--- src/rtl/rr_mux_pkg.sv ---
// Shared definitions for the round-robin / select multiplexer:
// mode encodings and the default channel geometry.
package rr_mux_pkg;

    // Arbitration mode: explicit channel select or fair round-robin.
    typedef enum logic {
        MODE_SEL = 1'b0,
        MODE_RR  = 1'b1
    } mode_e;

    localparam int DEFAULT_WIDTH = 5;
    localparam int DEFAULT_NCH   = 4;

endpackage

--- src/rtl/rr_arbiter.sv ---
// Purely combinational grant logic. In select mode the chosen channel wins
// if it is requesting; in round-robin mode the search starts one past the
// last served channel and wraps, so every requester is served in turn.
module rr_arbiter
    import rr_mux_pkg::*;
#(
    parameter int NCH = DEFAULT_NCH,
    parameter int SW  = $clog2(NCH)
) (
    input  logic [NCH-1:0] req,
    input  logic [SW-1:0]  last,
    input  logic           mode,
    input  logic [SW-1:0]  sel,
    output logic [NCH-1:0] grant,
    output logic [SW-1:0]  idx,
    output logic           any
);

    logic [SW-1:0] w_cand;

    // Pick at most one channel and report it both one-hot and as an index.
    always_comb begin
        grant  = '0;
        idx    = '0;
        any    = 1'b0;
        w_cand = '0;
        if (mode == MODE_SEL) begin
            if (int'(sel) < NCH) begin
                if (req[sel]) begin
                    grant[sel] = 1'b1;
                    idx        = sel;
                    any        = 1'b1;
                end
            end
        end else begin
            for (int k = 1; k <= NCH; k++) begin
                w_cand = SW'((int'(last) + k) % NCH);
                if (!any && req[w_cand]) begin
                    grant[w_cand] = 1'b1;
                    idx           = w_cand;
                    any           = 1'b1;
                end
            end
        end
    end

endmodule

--- src/rtl/rr_mux.sv ---
// Multiplexes NCH request channels onto one registered output stage.
// The output register reloads whenever it is empty or being drained, so a
// continuous stream moves one word per cycle; the arbiter decides who fills it.
module rr_mux
    import rr_mux_pkg::*;
#(
    parameter int WIDTH = DEFAULT_WIDTH,
    parameter int NCH   = DEFAULT_NCH,
    parameter int SW    = $clog2(NCH)
) (
    input  logic                 clk,
    input  logic                 rst,
    input  logic [NCH*WIDTH-1:0] in_data,
    input  logic [NCH-1:0]       in_valid,
    output logic [NCH-1:0]       in_ready,
    input  logic                 mode,
    input  logic [SW-1:0]        sel,
    output logic [WIDTH-1:0]     out_data,
    output logic                 out_valid,
    output logic [SW-1:0]        out_sel,
    input  logic                 out_ready
);

    logic [WIDTH-1:0] r_outData;
    logic             r_outValid;
    logic [SW-1:0]    r_outSel;
    logic [SW-1:0]    r_last;

    logic             w_loadEn;
    logic [NCH-1:0]   w_grant;
    logic [SW-1:0]    w_idx;
    logic             w_any;
    logic [WIDTH-1:0] w_word;

    rr_arbiter #(
        .NCH (NCH),
        .SW  (SW)
    ) u_arbiter (
        .req   (in_valid),
        .last  (r_last),
        .mode  (mode),
        .sel   (sel),
        .grant (w_grant),
        .idx   (w_idx),
        .any   (w_any)
    );

    assign w_loadEn = !r_outValid || out_ready;
    assign w_word   = in_data[int'(w_idx)*WIDTH +: WIDTH];
    assign in_ready = (rst || !w_loadEn) ? '0 : w_grant;

    assign out_data  = r_outData;
    assign out_valid = r_outValid;
    assign out_sel   = r_outSel;

    // Output stage and round-robin pointer; the pointer only moves when a word is actually taken.
    always_ff @(posedge clk or posedge rst) begin
        if (rst) begin
            r_outData  <= '0;
            r_outValid <= 1'b0;
            r_outSel   <= '0;
            r_last     <= SW'(NCH - 1);
        end else if (w_loadEn) begin
            if (w_any) begin
                r_outData  <= w_word;
                r_outSel   <= w_idx;
                r_outValid <= 1'b1;
                r_last     <= w_idx;
            end else begin
                r_outValid <= 1'b0;
            end
        end
    end

endmodule

--- config.mk ---
export PLATFORM = sky130hd
export DESIGN_NAME = rr_mux
export DESIGN_NICKNAME = d
export VERILOG_FILES = /design/src/rtl/rr_mux_pkg.sv /design/src/rtl/rr_arbiter.sv /design/src/rtl/rr_mux.sv
export SDC_FILE = /design/constraint.sdc
export NUM_CORES = 1
export LEC_CHECK = 0
export ABC_AREA = 0
export BUFFER_PORTS_ARGS = -buffer_cell sky130_fd_sc_hd__clkbuf_2
export CORE_UTILIZATION = 25
export DETAILED_ROUTE_END_ITERATION = 8
export GPL_TIMING_DRIVEN = 0
export PLACE_DENSITY = 0.57
export SKIP_CTS_REPAIR_TIMING = 1
export SYNTH_ARGS = -nofsm -noshare
export SYNTH_HDL_FRONTEND = slang
export SYNTH_HIERARCHICAL = 1
export SYNTH_SLANG_ARGS = --single-unit
--- constraint.sdc ---
create_clock -name clk -period 2.7 [get_ports clk]
set_input_delay 0.54 -clock clk [delete_from_list [all_inputs] [get_ports clk]]
set_output_delay 0.54 -clock clk [all_outputs]
set_load 0.01 [all_outputs]
**After elaboration in Yosys (flattened, before gate mapping)**

Cells that the tools add are included.

- Bits in registers: 10
- Output and inout port bits: 12
- Word-level logic and storage cells: 85

- Reductions and logical operators: 16
- $mul: 1
- Shifts and indexed selects: 1
- $lt $le $gt $ge: 10
- Bitwise operators: 3
- $add $sub $neg: 4
- Mux-type cells: 46

Operator list:

| cell | count |
|---|---|
| $mux W4 | 10 |
| $mux W1 | 20 |
| $shiftx A20 B6 Y5 | 1 |
| $lt A2 B3 Y1 const B | 5 |
| $mux W2 | 6 |
| $or A4 B4 Y4 | 3 |
| $bmux W1 S2 | 5 |
| $demux W1 S2 | 5 |
| $ge A2 B1 Y1 const B | 5 |
| $logic_and A1 B1 Y1 | 8 |
| $logic_not A1 Y1 | 5 |
| $mul A2 B3 Y5 const B | 1 |
| $add A2 B1 Y2 const B | 2 |
| $add A2 B2 Y2 const B | 2 |
| $logic_or A1 B1 Y1 | 2 |
| $reduce_and A2 Y1 | 1 |

**Depth between registers and ports, before layout**

- Depth in word-level cells: 19
- Mapped depth: 11

**By module**

Netlist, hierarchy kept.

Modules (own cells, without submodules):

| module | times used | area each (um^2) | seq. area each (um^2) | cells each |
|---|---|---|---|---|
| rr_arbiter | 1 | 699.4 | 0.0 | 94 |
| rr_mux | 1 | 534.3 | 252.7 | 35 |

**Worst setup path before layout**

No wires, ideal clock.

- Path type: register to output
- Start point: register r_last[1]
- End point: output in_ready[1]
- Arrival time: 2.283 ns
- Stages on the path, launching flop included: 11
- Path slack: -0.123 ns
- Path buffers: 2
- Cells stage by stage: dfstp_2 > buf_6 > inv_1 > ha_1 > buf_4 > mux2i_1 > mux2_4 > o21ai_0 > a31oi_1 > a311o_1 > and2_1

- Word-level cells in the longest chain between the ends: 18

RTL lines:

| what | RTL line | source |
|---|---|---|
| from (decl) | rr_mux.sv:27 | `logic [SW-1:0] r_last;` |
| from (signal assigned) | rr_mux.sv:62 | `r_last <= SW'(NCH - 1);` |
| from (signal assigned) | rr_mux.sv:68 | `r_last <= w_idx;` |
| branches (longest 15 deep; another with $lt A2 B3 Y1) | -- |  |
| $mux W4 (*) | rr_arbiter.sv:38 | `if (!any && req[w_cand]) begin` |
| $mux W4 (*) | rr_arbiter.sv:27 | `if (mode == MODE_SEL) begin` |
| via w_grant[1] | rr_mux.sv:30 | `logic [NCH-1:0] w_grant;` |
| $mux W4 (*) | rr_mux.sv:50 | `assign in_ready = (rst \|\| !w_loadEn) ? '0 : w_grant;` |
| to (decl) | rr_mux.sv:15 | `output logic [NCH-1:0] in_ready,` |

Mark *: on every way through the listed nets, which the timed path passes. The select of a mux whose other input is x is not followed.

**Worst setup path after layout**

- Start point: register r_last[0]
- End point: output in_ready[1]

Same word-level chain as after synthesis.

==> summary.txt <==
Arr. time, crit path: 2510 ps
Max Cap Viol: 0
DRC: 0
Seq/Total Area, Yosys: 0.205
violated checks: negative setup slack
Setup WS post-layout: -346 ps
EDFF count, synth: 0
chip width: 72.2 µm
clk buf depth: 2
TritonCTS Buffers: 3
fillers: 477
Post-Syn Nets: 167
Initial DRT Pass Iterations: 4
Slew Viols, Final: 0
CTS tree: done
Cells after Synth: 129
post-DP HPWL: 2400 µm
Critical Path Fanout Max: 8
TritonCTS Sinks: 10
Root Driver: clkbuf_8
max_slew headroom: 0.744
hold violation count in the final report: 0
clk slew on worst S/H paths: 50 ps
peak supply drop: 0.000240 V
footprint of the multi-input gates: 947 µm²
Synth Cell Area: 0.00123 mm²
dpl cells: 237
die footprint: 0.00522 mm²
Ports: 42
Iteration-0 DRC Markers: 88
I/O Buffers: 41
RSZ-0062 raised after global routing: true
grt ovf: 0
critical path's top delay family: flip-flops
clock skew: 4.55 ps
final wirelength: 3170 µm
vias in the first global route: 990
Avg Synthesized Cell Area: 9.56 µm²
R2R Setup Slk: -90 ps
HP Class: input port to async pin
Crit path required time: 2160 ps
commonest non-fill, non-tap cell in the layout: clkbuf_2
Die Span Y: 72.2 µm
FP Rows: 25
Main synth FF type: dfrtp_1
Core Area: 0.00472 mm²
final hold slack: 263 ps
worst setup path class: flip-flop to output pin
ANT nets after route: 0
RD Place Congestion: 0.853
Synth Warn #: 6
crit end category: output pin
first-pass GRT wire length: 4810 µm
most frequent cells in the layout: clkbuf_2, buf_4, mux2_2, nor2_1, mux2i_1
aggregate global-route resource usage: 0.115
synth unique cells: 38
Worst Setup Start Kind: flip-flop
Vias/cell: 4.84
Crit path largest cell delay: 630 ps
status: finished with violations
fraction of layout cells with a size suffix above 1: 0.546
layout overhead on the synthesized area: 38.1%
setup total negative slack: -1700 ps
initial antenna violation count: 0
R2R Path Start: r_last[0]$_DFFE_PP1P_
min Tclk post-route: 3050 ps
H-tree Lvls: 1
WL/cell: 12.7 µm
Seq. cell area: 253 µm²
Initial Util: 0.261
CP startpoint: r_last[0]$_DFFE_PP1P_
Leakage: 0.771 nW
cells along the critical path: clkinv_4 > ha_4 > mux2i_1 > mux2_4 > o21ai_2 > a31oi_1 > a311o_1 > and2_4 > clkbuf_2
Total Nets Final: 222
slowest CP cell: dfstp_2
final core area utilization: 0.361
Buf+Inv Stages, Crit Path: 2
fraction of registers with async set/reset: 1.00
FMAX: 328 MHz
PwrDens: 950 mW/mm²
Worst-Skew Late Latency: 240 ps
Non-Filler Instances: 250
DR vias: 1210
final setup violation count: 9
diodes inserted: 0
Seq cells post-synth: 10
Slew @ Worst Pin: 384 ps
largest net degree at the start of global routing: 11
crit share post-route: 1.13
==> layer usage <==
metal / up-vias / GRT usage / routed length [µm]
li1: 591 / - / -
met1: 589 / 0.168 / 1420
met2: 25 / 0.179 / 1610
met3: 5 / 0.0208 / 123
met4: 0 / 0.0196 / 26
met5: - / 0 / 0
==> worst paths after layout <==
check | depth (start not counted) | to
min in group clk | 1 | out_data[1]$_DFFE_PP0P_
setup reg to reg | 10 | out_data[3]$_DFFE_PP0P_
setup / recovery | 9 | in_ready[1]
hold reg to reg | 1 | out_data[1]$_DFFE_PP0P_
hold / removal | 2 | out_data[2]$_DFFE_PP0P_
max in group asynchronous | 2 | r_last[1]$_DFFE_PP1P_
==> kinds of logic (layout without fill, tap and decap cells) <==
kind of cell / after synthesis / after routing / synth area share
buf+inv: 14 / 68 / 0.0659
compound gates: 32 / 32 / 0.177
flops: 10 / 10 / 0.205
mux: 28 / 28 / 0.306
simple gates: 37 / 37 / 0.164
fa+ha+maj: 8 / 8 / 0.0811
==> Yosys cell counts (2+ instances only) <==
cell,n,area (µm²)
a311o_1,4,40.0
o21ai_0,6,30.0
nor3b_1,2,15.0
mux2_4,2,30.0
mux2i_1,10,100
o21ai_1,5,25.0
o211ai_1,6,45.0
buf_4,2,15.0
buf_2,5,25.0
nor4_1,2,12.5
nor3_1,2,10.0
dfstp_2,2,52.6
nand2_1,4,15.0
buf_6,2,22.5
dfrtp_1,8,200
nand2b_1,2,12.5
a31oi_1,5,31.3
nor2b_1,3,18.8
mux2_2,10,113
mux4_2,5,113
and3b_1,2,17.5
ha_1,8,100
nor2_1,12,45.0
inv_1,3,11.3
and2_1,4,25.0
==> stage by stage <==
step                      power (mW)  instance area [µm²]  setup WS, ps
after global placement          1.28                 1550          -287
after global routing            1.74                 1700          -428
final                           1.62                 1700          -346
after floorplan                 1.05                 1260          14.1
after CTS                       1.48                 1600          -545
after detailed placement        1.29                 1550          -277
==> power by group <==
| part | leakage (nW) | total (mW) | internal (mW) | switching (mW) |
|---|---|---|---|---|
| combinational | 0.629 | 1.15 | 0.605 | 0.544 |
| sequential | 0.114 | 0.283 | 0.229 | 0.0538 |
| clock | 0.0288 | 0.187 | 0.128 | 0.0588 |
| total | 0.771 | 1.62 | 0.962 | 0.657 |
==> flip-flops by register name, indices dropped and copies added, names as in the netlist <==
signal     count
r_last         2
out_sel        2
out_valid      1
out_data       5
==> area by class of cell <==
cell class                      instances  share of cell area
Inverter                                4              0.0117
Tap cell                               67              0.0492
Clock buffer                            4              0.0323
Sequential cell                        10               0.148
Buffer                                  9              0.0345
Multi-Input combinational cell        105               0.556
Timing Repair Buffer                   51               0.168
No activity file was read; power rests on OpenSTA's default activity.
